[src/rtl/cube_scan_driver.sv]
// LED cube scanner: snapshots the 512-cell cube once per frame and scans layers 0..7
// through a 64-bit serial chain. Optional macro LAYER_PWM_EN adds Duty-based dimming of HOLD.
module cube_scan_driver #(
   parameter int CLK_DIV    = 2,
   parameter int LAYER_HOLD = 1000
) (
   input  logic         Clk,
   input  logic         Reset,
   input  logic [511:0] Cells,
`ifdef LAYER_PWM_EN
   input  logic [3:0]   Duty,
`endif
   output logic         Ser_data,
   output logic         Ser_clk,
   output logic         Ser_latch,
   output logic [7:0]   Layer_en,
   output logic         Frame_done,
   output logic         Busy_shift
);

   localparam int DW = (CLK_DIV > 1) ? $clog2(CLK_DIV) : 1;
   localparam int HW = (LAYER_HOLD > 1) ? $clog2(LAYER_HOLD) : 1;
   localparam logic [DW-1:0] DIV_LAST  = DW'(CLK_DIV - 1);
   localparam logic [HW-1:0] HOLD_LAST = HW'(LAYER_HOLD - 1);
   localparam logic [HW-1:0] HOLD_PRE  = HW'(LAYER_HOLD - 2);

   typedef enum logic [2:0] {LOAD, SHIFT, BLANK, LATCH, HOLD} state_t;

   state_t         state;
   logic [511:0]   frame_buf;
   logic [2:0]     z;
   logic [5:0]     bit_cnt;
   logic [DW-1:0]  div_cnt;
   logic           phase;
   logic [HW-1:0]  hold_cnt;
   logic [7:0]     z_onehot;
   logic           lit;

   assign z_onehot = 8'd1 << z;

`ifdef LAYER_PWM_EN
   logic [3:0] pwm_cnt;
   logic [3:0] pwm_nxt;

   // Layer_en is registered, so gate with the counter value it will be shown alongside
   assign pwm_nxt = pwm_cnt + 4'd1;
   assign lit     = (pwm_nxt < Duty);

   always_ff @(posedge Clk) begin
      if (Reset) pwm_cnt <= 4'd0;
      else       pwm_cnt <= pwm_nxt;
   end
`else
   assign lit = 1'b1;
`endif

   always_ff @(posedge Clk) begin
      if (Reset) begin
         state      <= LOAD;
         frame_buf  <= '0;
         z          <= 3'd0;
         bit_cnt    <= 6'd0;
         div_cnt    <= '0;
         phase      <= 1'b0;
         hold_cnt   <= '0;
         Ser_data   <= 1'b0;
         Ser_clk    <= 1'b0;
         Ser_latch  <= 1'b0;
         Layer_en   <= 8'd0;
         Frame_done <= 1'b0;
         Busy_shift <= 1'b0;
      end else begin
         Ser_latch  <= 1'b0;
         Frame_done <= 1'b0;
         case (state)
            LOAD: begin
               frame_buf  <= Cells;
               z          <= 3'd0;
               bit_cnt    <= 6'd0;
               div_cnt    <= '0;
               phase      <= 1'b0;
               Ser_data   <= Cells[63];
               Ser_clk    <= 1'b0;
               Busy_shift <= 1'b1;
               state      <= SHIFT;
            end
            SHIFT: begin
               if (div_cnt != DIV_LAST) begin
                  div_cnt <= div_cnt + 1'b1;
               end else begin
                  div_cnt <= '0;
                  if (!phase) begin
                     phase   <= 1'b1;
                     Ser_clk <= 1'b1;
                  end else begin
                     phase   <= 1'b0;
                     Ser_clk <= 1'b0;
                     bit_cnt <= bit_cnt + 6'd1;
                     if (bit_cnt == 6'd63) begin
                        Busy_shift <= 1'b0;
                        Layer_en   <= 8'd0;
                        state      <= BLANK;
                     end else begin
                        // MSB-first: bit b of the layer lives at index z*64 + 63 - b
                        Ser_data <= frame_buf[{z, ~(bit_cnt + 6'd1)}];
                     end
                  end
               end
            end
            BLANK: begin
               Ser_latch <= 1'b1;
               state     <= LATCH;
            end
            LATCH: begin
               hold_cnt   <= '0;
               Layer_en   <= lit ? z_onehot : 8'd0;
               Frame_done <= (z == 3'd7) && (LAYER_HOLD == 1);
               state      <= HOLD;
            end
            HOLD: begin
               if (hold_cnt == HOLD_LAST) begin
                  if (z == 3'd7) begin
                     state <= LOAD;
                  end else begin
                     z          <= z + 3'd1;
                     div_cnt    <= '0;
                     phase      <= 1'b0;
                     Ser_data   <= frame_buf[{z + 3'd1, 6'd63}];
                     Busy_shift <= 1'b1;
                     state      <= SHIFT;
                  end
               end else begin
                  hold_cnt   <= hold_cnt + 1'b1;
                  Layer_en   <= lit ? z_onehot : 8'd0;
                  Frame_done <= (z == 3'd7) && (hold_cnt == HOLD_PRE);
               end
            end
            default: state <= LOAD;
         endcase
      end
   end

endmodule

[config.mk]
export PLATFORM = sky130hd
export DESIGN_NAME = cube_scan_driver
export DESIGN_NICKNAME = d
export VERILOG_FILES = /design/src/rtl/cube_scan_driver.sv
export SDC_FILE = /design/constraint.sdc
export NUM_CORES = 1
export LEC_CHECK = 0
export CORE_UTILIZATION = 46
export CTS_CLUSTER_DIAMETER = 200
export DETAILED_ROUTE_END_ITERATION = 8
export PLACE_DENSITY = 0.77
export RECOVER_POWER = 100
export SLEW_MARGIN = 20
export SYNTH_ARGS = -nofsm -noshare
export SYNTH_HDL_FRONTEND = slang
export SYNTH_SLANG_ARGS = --single-unit
[constraint.sdc]
create_clock -name Clk -period 2.5 [get_ports Clk]
set_input_delay 0.375 -clock Clk [delete_from_list [all_inputs] [get_ports Clk]]
set_output_delay 0.375 -clock Clk [all_outputs]
set_load 0.02 [all_outputs]
# After elaboration in Yosys (flattened, before gate mapping)
# Index checks and enable logic that the tools add are counted.
[op_classes]
muxes = 44
n_shift = 1
bitwise = 2
n_reduce_logical = 18
order_cmp = 2
eq_ne = 15
n_mul = 0
n_div = 0
addsub = 4
[op_table]
columns = ["operator", "count"]
rows = [
  ["8-bit two-way mux", 4],
  ["8-bit case mux with 3 select lines", 1],
  ["10-bit equality test, second input constant", 2],
  ["9-bit by 10-bit less-than comparator with 1-bit output, second input constant", 2],
  ["10-bit case mux with 2 select lines", 1],
  ["1-bit two-way mux", 19],
  ["3-bit two-way mux", 6],
  ["3-bit case mux with 5 select lines", 1],
  ["2-bit inequality test, second input constant", 7],
  ["6-bit two-way mux", 2],
  ["1-bit case mux with 3 select lines", 4],
  ["6-bit case mux with 2 select lines", 1],
  ["6-bit AND reduction", 2],
  ["10-bit by 1-bit adder with 10-bit output, second input constant", 1],
  ["10-bit two-way mux", 1],
  ["1-bit binary-select mux with 9-bit select", 1],
  ["3-bit AND reduction", 3],
  ["4-bit AND reduction", 2],
  ["1-bit by 3-bit << shifter with 8-bit output, first input constant", 1],
  ["6-bit by 1-bit adder with 6-bit output, second input constant", 1],
  ["3-bit by 2-bit equality test with 1-bit output, second input constant", 2],
  ["3-bit equality test, second input constant", 2],
  ["6-bit equality test, second input constant", 1],
  ["6-bit NOT", 1],
  ["14 further kinds", 18],
]
[word_totals]
wordCells = 99
output_inout_bits = 13
ff_bits = 549
mem_bits_rw = 0
latch_bits = 0
rom_bits = 0
n_memories = 0
inputBits = 514

# Logic depth before layout (Yosys ltp)
# Gate-level depths: netlist of run 1.
[logic_depth]
ltp_word = 8
mapped_depth = 13
depth_no_buf = 9

# Least setup slack after synthesis of run 1
# OpenSTA, ideal clock, no wires.
[synth_path]
kind = "flip-flop to flip-flop"
start = "register bit_cnt[0]"
end = "register Ser_data"
synth_period_minus_slack_ns = 2.486
stages_incl_launch_ff = 12
setup_ns = 0.117
n_path_buf = 2
arrival_ns = 2.368
t_required_ns = 2.383
slack_ns = 0.014
path_cell_list = "dfxtp_1 > ha_1 > buf_4 > xnor2_4 > buf_6 > mux4_2 > mux2i_1 > a21boi_1 > a31oi_1 > o31ai_1 > and4_1 > a32o_1"
[synth_via]
elab_chain_len = 8
elab_cells_between_ends = 11
cone_classes = "add/sub (1); eq/ne (2); mux (6); bitwise (1); reduce/logical (1)"
[synth_rtl]
columns = ["element", "line", "rtl"]
rows = [
  ["start, declared", "32", "logic [5:0] bit_cnt;"],
  ["start signal, assigned", "98", "bit_cnt <= bit_cnt + 6'd1;"],
  ["6-bit by 1-bit adder with 6-bit output", "105", "Ser_data <= frame_buf[{z, ~(bit_cnt + 6'd1)}];"],
  ["6-bit NOT", "105", ""],
  ["1-bit binary-select mux with 9-bit select", "105", ""],
  ["1-bit two-way mux (not written as such)", "105", ""],
  ["1-bit two-way mux", "99", "if (bit_cnt == 6'd63) begin"],
  ["1-bit two-way mux", "92", "if (!phase) begin"],
  ["1-bit two-way mux", "88", "if (div_cnt != DIV_LAST) begin"],
  ["1-bit case mux with 3 select lines", "75", "case (state)"],
  ["end signal, assigned", "82", "Ser_data <= Cells[63];"],
  ["end signal, assigned", "105", ""],
  ["end signal, assigned", "128", "Ser_data <= frame_buf[{z + 3'd1, 6'd63}];"],
  ["end, declared", "13", "output logic Ser_data,"],
]
# Parallel ways exist; a longest one is shown, timed or not. The select of a mux whose other input is x is not followed.
# A chain may end at the register's enable or synchronous reset.

# Final worst setup path of run 1
# Ends and elaborated chain as after synthesis.

==> results of run 1 <==
[final timing paths]
kind                                  start             end  slack (ps)  depth (start not counted)
worst max register to register   bit_cnt[0]        Ser_data        -100                          9
worst max-delay path             bit_cnt[0]        Ser_data        -100                          9
worst min-delay path             Cells[144]  frame_buf[144]         320                          3
worst min register to register  Layer_en[4]     Layer_en[4]         450                          2
[power by group]
| part | switching, uW | total (uW) | internal [uW] |
|---|---|---|---|
| registers | 263 | 9470 | 9210 |
| clock network | 3600 | 9290 | 5690 |
| logic | 997 | 2190 | 1200 |
| total | 4860 | 21000 | 16100 |
[area by class of cell]
| type | instances | area [um^2] |
|---|---|---|
| clock buffer | 81 | 1680 |
| clock inverter | 23 | 387 |
| tap | 672 | 841 |
| timing repair buffer | 664 | 6800 |
| inverter | 7 | 26.3 |
| sequential | 549 | 11000 |
| fill | 4177 | 17900 |
| antenna | 3 | 7.51 |
| multi-input combinational | 2129 | 11700 |
[per-layer routing]
| metal | share of wire, % | routed length (um) |
|---|---|---|
| met5 | 0.017 | 13 |
| met4 | 4.4 | 3440 |
| met3 | 7.3 | 5620 |
| met2 | 48 | 37000 |
| met1 | 41 | 31500 |
[cells by family after synthesis]
group / after synthesis / share of synthesized area, %
simple gates: 1350 / 22.6
compound gates: 625 / 14.0
flops: 549 / 46.8
buf+inv: 242 / 4.19
mux: 140 / 11.7
fa+ha+maj: 9 / 0.479
xor+xnor: 5 / 0.298
[flip-flops by register name, indices dropped and copies added (netlist names)]
signal,count
Busy_shift,1
Frame_done,1
Layer_en,8
Ser_clk,1
Ser_data,1
Ser_latch,1
bit_cnt,6
div_cnt,1
frame_buf,512
hold_cnt,10
phase,1
state,3
z,3
[synthesized netlist by cell type, types with 7 or more instances]
library cell / number
a21oi_1: 544
a31oi_1: 22
a32oi_1: 15
and3_1: 11
buf_2: 23
buf_4: 9
clkbuf_1: 198
dfxtp_1: 549
ha_1: 9
inv_1: 7
mux2i_1: 30
mux4_2: 107
nand2_1: 1190
nand3_1: 61
nand4_1: 16
nor2_1: 39
nor3_1: 11
o21ai_0: 17
[timing repair]
action	4_1_cts	5_1_grt
setup endpoints to repair	3	9
cloned	1	1
hold buffers	0	0
gates resized for setup	18	13
pin swaps	13	10
setup buffers	10	0
[through the flow]
| step | area (um^2) | utilization, % | setup TNS, ps |
|---|---|---|---|
| floorplan | 23500 | - | 0 |
| global placement | 30200 | 60.0 | -357 |
| detailed placement | 30200 | 60.0 | -357 |
| CTS | 32400 | 64.5 | -102 |
| global route | 32400 | 64.5 | -12710 |
| finish | 32400 | 64.5 | -103 |
[critical path, cell delays in order (launching register included)]
cell and delay, ps:
dfxtp_4 360, ha_4 410, buf_12 220, buf_12 170
mux4_2 320, mux2i_1 240, a221oi_1 140, a22oi_2 230
a22oi_2 150, a32o_1 230
==> summary.md, run 1 <==
| Metric | Value |
|---|---|
| Total core area | 50300 um^2 |
| Synthesized area | 23500 um^2 |
| Total track usage | 29.1% |
| Post-synth top area share | roughly 47% |
| CTS tree | done |
| Critical path class | flop to flop |
| CTS buffer count | between 50 and 60 |
| Yosys cell types | 47 |
| VDD IR-drop max | roughly 0.48 mV |
| Clock buffer depth | 3 |
| Die span in y | around 230 um |
| DRC Markers | 0 |
| Status | finished, violations left |
| Power Density | approximately 650 nW/um^2 |
| Hpwl dp | between 50 and 60 mm |
| WHS | 321 ps |
| Post-layout min period | 2600 ps |
| Worst Tran Pin Value | between 1000 and 1500 ps |
| Final cell count without fillers | roughly 4100 |
| CP required | approximately 3000 ps |
| Final setup margin | -103 ps |
| Cell count after placement | around 4000 |
| Crit path capture type | flop |
| GR Util met1 | between 30% and 40% |
| Row count | 82 |
| WP data arrival | approximately 3100 ps |
| Commonest non-fill, non-tap cell in the layout | nand2_1 |
| Max Cap Violations | 0 |
| Port bufs | roughly 530 |
| Max Freq | 0.384 GHz |
| Fin crit share | 104% |
| Area leader, netlist | dfxtp_1 |
| Failing checks | negative setup slack |
| Starting Density | between 40% and 50% |
| Area Overhead vs Synth | 37.9% |
| Detailed Route WL | ~78 mm |
| Number of synthesized register bits | roughly 550 |
| Routed WL per cell | ~19 um |
| Iter 0 DRT Violations | about 2300 |
| Antenna viol nets, final | 0 |
| Total of warnings raised by yosys | 0 |
| Avg Inst Size Synth | between 8 and 9 um^2 |
| First-pass GRT wire length | ~120 mm |
| Commonest cells after routing, fill and taps aside | nand2_1, dfxtp_1, a21oi_1 |
| Initial antenna violation count | 4 |
| Vias in the first global route | between 20000 and 25000 |
| Fraction of layout cells with a size suffix above 1 | between 10% and 20% |
| M2 GR Usage | between 40% and 50% |
| Area contributors post-synth | dfxtp_1, nand2_1, a21oi_1 |
| Grt peak-use layer | met2 |
| Seq/Total Area, Yosys | between 40% and 50% |
| Clk_skew | 13.9 ps |
| Die width | around 230 um |
| Async set-reset flop share out of synthesis | 0% |
| Placer Congestion | approximately 0.9 |
| Via count | 22500 |
| Synth Net Count | roughly 3400 |
| Final setup viols | 1 |
| Final #Nets | 3930 |
| M3 GR Usage | between 4 and 5% |
| Grt total ovfl | 0 |
| Worst min path class | input pin to flop |
| Clock sink count | approximately 550 |
| CTS H-tree depth | 2 |
| Most used flip-flop cell after synthesis | dfxtp_1 |
| Largest net degree at the start of global routing | about 210 |
| Pins over their slew limit | 0 |
| IO Pins | roughly 530 |
| Final hold viol count | 0 |
| Design Power | 21000 uW |
| DIE AREA | approximately 52000 um^2 |
| CTS root buffer | clkbuf_16 |
| RSZ-0062 raised after global routing | yes |
| Leakage dissipation | between 0.01 and 0.015 uW |
| Worst-path maximum fanout | 17 |
| Via density | 5.44 |
| EDFF count, synth | 0 |
| Gate Count Post-Synth | 2920 |
| Detailed Routing Iterations Pass 1 | 7 |
| Startpoint types | flop |
| Setup WS pre-CTS | -357 ps |
| Slew HR | between 20% and 30% |
| Clk_lat worst skew | 600 ps |
| Clk pin slew, worst setup/hold paths | 60 ps |
Power figures use the tool's default switching activity.
==> run 2: changes to the inputs <==
--- a/config.mk
+++ b/config.mk
@@ -6,6 +6,7 @@
 export NUM_CORES = 1
 export LEC_CHECK = 0
 export CORE_UTILIZATION = 46
+export CTS_BUF_LIST = sky130_fd_sc_hd__clkbuf_16
 export CTS_CLUSTER_DIAMETER = 200
 export DETAILED_ROUTE_END_ITERATION = 8
 export PLACE_DENSITY = 0.77
==> constraint.sdc (replaced) <==
create_clock -name Clk -period 2.5 [get_ports Clk]
set_input_delay 0.375 -clock Clk [delete_from_list [all_inputs] [get_ports Clk]]
set_output_delay 0.375 -clock Clk [all_outputs]
set_load 0.05 [all_outputs]
==> run 2 against run 1 <==
The run still ends with negative setup slack left. Worst hold slack worse by 2.3 ps. Setup slack better by 23 ps. Clock skew is 1.9 ps lower. Power is 2.6% lower. Clock power is 5.8% lower. Maximum frequency is 0.90% higher. Via count is 0.44% lower. Critical path type unchanged. Highest routed layer unchanged.
==> summary.md, run 2 (synthesis gave the netlist of run 1 again) <==
| Metric | Value |
|---|---|
| Die span in y | between 200 and 250 um |
| Critical path class | flop to flop |
| Clk pin slew, worst setup/hold paths | approximately 60 ps |
| Slew HR | between 20 and 30% |
| Via density | ~5.4 |
| Routed WL per cell | 18.6 um |
| Antenna viol nets, final | 0 |
| Clock sink count | roughly 550 |
| Post-layout min period | 2580 ps |
| Grt total ovfl | 0 |
| Total track usage | between 20% and 30% |
| Crit path capture type | flop |
| Startpoint types | flop |
| First-pass GRT wire length | between 100 and 150 mm |
| RSZ-0062 raised after global routing | yes |
| CTS H-tree depth | 2 |
| Pins over their slew limit | 0 |
| Detailed Route WL | slightly below 80 mm |
| Worst-path maximum fanout | 31 |
| Clk_skew | 12.0 ps |
| Iter 0 DRT Violations | about 2400 |
| Port bufs | 526 |
| CTS tree | done |
| Final hold viol count | 0 |
| Commonest non-fill, non-tap cell in the layout | nand2_1 |
| Leakage dissipation | about 0.012 uW |
| Critical Path Slowest Stage Cell | ha_4 |
| Initial antenna violation count | 3 |
| Biggest register | frame_buf |
| Clk_lat worst skew | ~600 ps |
| Failing checks | negative setup slack |
| DRC Markers | 0 |
| Fin crit share | 103% |
| CTS root buffer | clkbuf_16 |
| Hpwl dp | around 55 mm |
| Max reg flops | roughly 510 |
| Critical path's largest stage delay | around 370 ps |
| Power Density | roughly 630 nW/um^2 |
| Worst Tran Pin Value | between 1000 and 1500 ps |
| Row count | 82 |
| Setup WS pre-CTS | -357 ps |
| Max Freq | 0.388 GHz |
| Placer Congestion | ~0.89 |
| TNS Setup | -80.0 ps |
| WP data arrival | 3080 ps |
| Max Cap Violations | 0 |
| Area Overhead vs Synth | 37.1% |
| CP required | 3000 ps |
| Status | finished, violations left |
| Final setup viols | 1 |
| DIE AREA | 52000 um^2 |
| Largest net degree at the start of global routing | 207 |
| Sequence of cells on the critical path | ha_4, buf_12, buf_12, mux4_2, nand2_1, a31oi_1, nand4_1, nand4_1, and4_1, a32o_1 |
| Worst min path class | input pin to flop |
| Biggest regs | frame_buf: 512 flops, hold_cnt: 10 flops, Layer_en: 8 flops |
| Starting Density | a little under half |
| WHS | between 300 and 400 ps |
| Fraction of layout cells with a size suffix above 1 | 10.2% |
| Clock buffer depth | 3 |
| Final #Nets | 3931 |
| IO Pins | about 530 |
| Hold_buf cts | 0 |
| CTS buffer count | between 50 and 60 |
| Via count | 22400 |
| Total core area | between 50000 and 60000 um^2 |
| Commonest cells after routing, fill and taps aside | nand2_1, dfxtp_1, a21oi_1 |
| Critical path's top delay family | simple AND/OR/NAND/NOR gates |
| VDD IR-drop max | around 0.5 mV |
| Die width | about 230 um |
| Detailed Routing Iterations Pass 1 | 5 |
| Final setup margin | -80.0 ps |
| Vias in the first global route | between 20000 and 25000 |
| WP buf/inv | 2 |
## run 2: changes by cell type in the layout (fill, tap and decap cells not counted), sizes merged
cell / change
buf: +2
clkbuf: -25
clkdlybuf4s50: +4
clkinv: +16
dlygate4sd3: -4
inv: +8
## run 2: final timing paths
path,to,cells past startpoint,slack (ps),startpoint
worst max-delay path,Ser_data,10,-80,bit_cnt[0]
worst min-delay path,frame_buf[261],3,320,Cells[261]
worst max register to register,Ser_data,10,-80,bit_cnt[0]
worst min register to register,Layer_en[4],2,450,Layer_en[4]
## run 2: worst min-delay path: stages
cell	delay, ps
clkdlybuf4s50_1	390
nand2_1	50
a21oi_1	50
## run 2: repair_timing
action / 4_1_cts / 5_1_grt
gates resized for setup: 18 / 8
setup buffers: 11 / 1
hold endpoints to repair: 0 / 0
endpoints found under the setup margin: 4 / 9
cloned: 2 / 0
pin swaps: 12 / 8
## run 2: where the power goes
part / total [uW] / switching (uW) / internal, uW / leakage [uW]
Clock: 8750 / 3590 / 5160 / 0.000949
Combinational: 2190 / 997 / 1200 / 0.00666
Sequential: 9470 / 260 / 9210 / 0.00452
## run 2: final cells by class
type                    instances  area [um^2]
multi-input cells            2129        11700
flip-flops and latches        549        11000
inverters                       7         26.3
clock inverters                47          477
fillers                      4233        18000
repair buffers                665         6780
diodes                          3         7.51
clock buffers                  57         1430
well taps                     672          841
## run 2: layer usage
metal  vias up  global-route usage [%]  part of all wire, %
met1     10500                    37.1                   41
met2       863                    47.6                   48
met4         2                    13.4                  4.3
li1      10800                       -                    -
met3       172                    4.94                  7.2
met5         -                       0                0.017
## run 2: through the flow
step | power, uW | cells | cell area [um^2] | util (%)
2_1_floorplan | 10600 | 2920 | 23500 | -
3_3_place_gp | 11800 | 4011 | 30200 | 60.0
3_5_place_dp | 11800 | 4011 | 30200 | 60.0
4_1_cts | 20500 | 4126 | 32300 | 64.2
5_1_grt | 21100 | 4128 | 32200 | 64.1
6_report | 20400 | 4129 | 32200 | 64.1
==> run 3: changes to the inputs <==
--- a/config.mk
+++ b/config.mk
@@ -11,7 +11,6 @@
 export DETAILED_ROUTE_END_ITERATION = 8
 export PLACE_DENSITY = 0.77
 export RECOVER_POWER = 100
-export SLEW_MARGIN = 20
 export SYNTH_ARGS = -nofsm -noshare
 export SYNTH_HDL_FRONTEND = slang
 export SYNTH_SLANG_ARGS = --single-unit
==> results of run 3 <==
Final layout, timing and power as in run 2 (identical DEF).
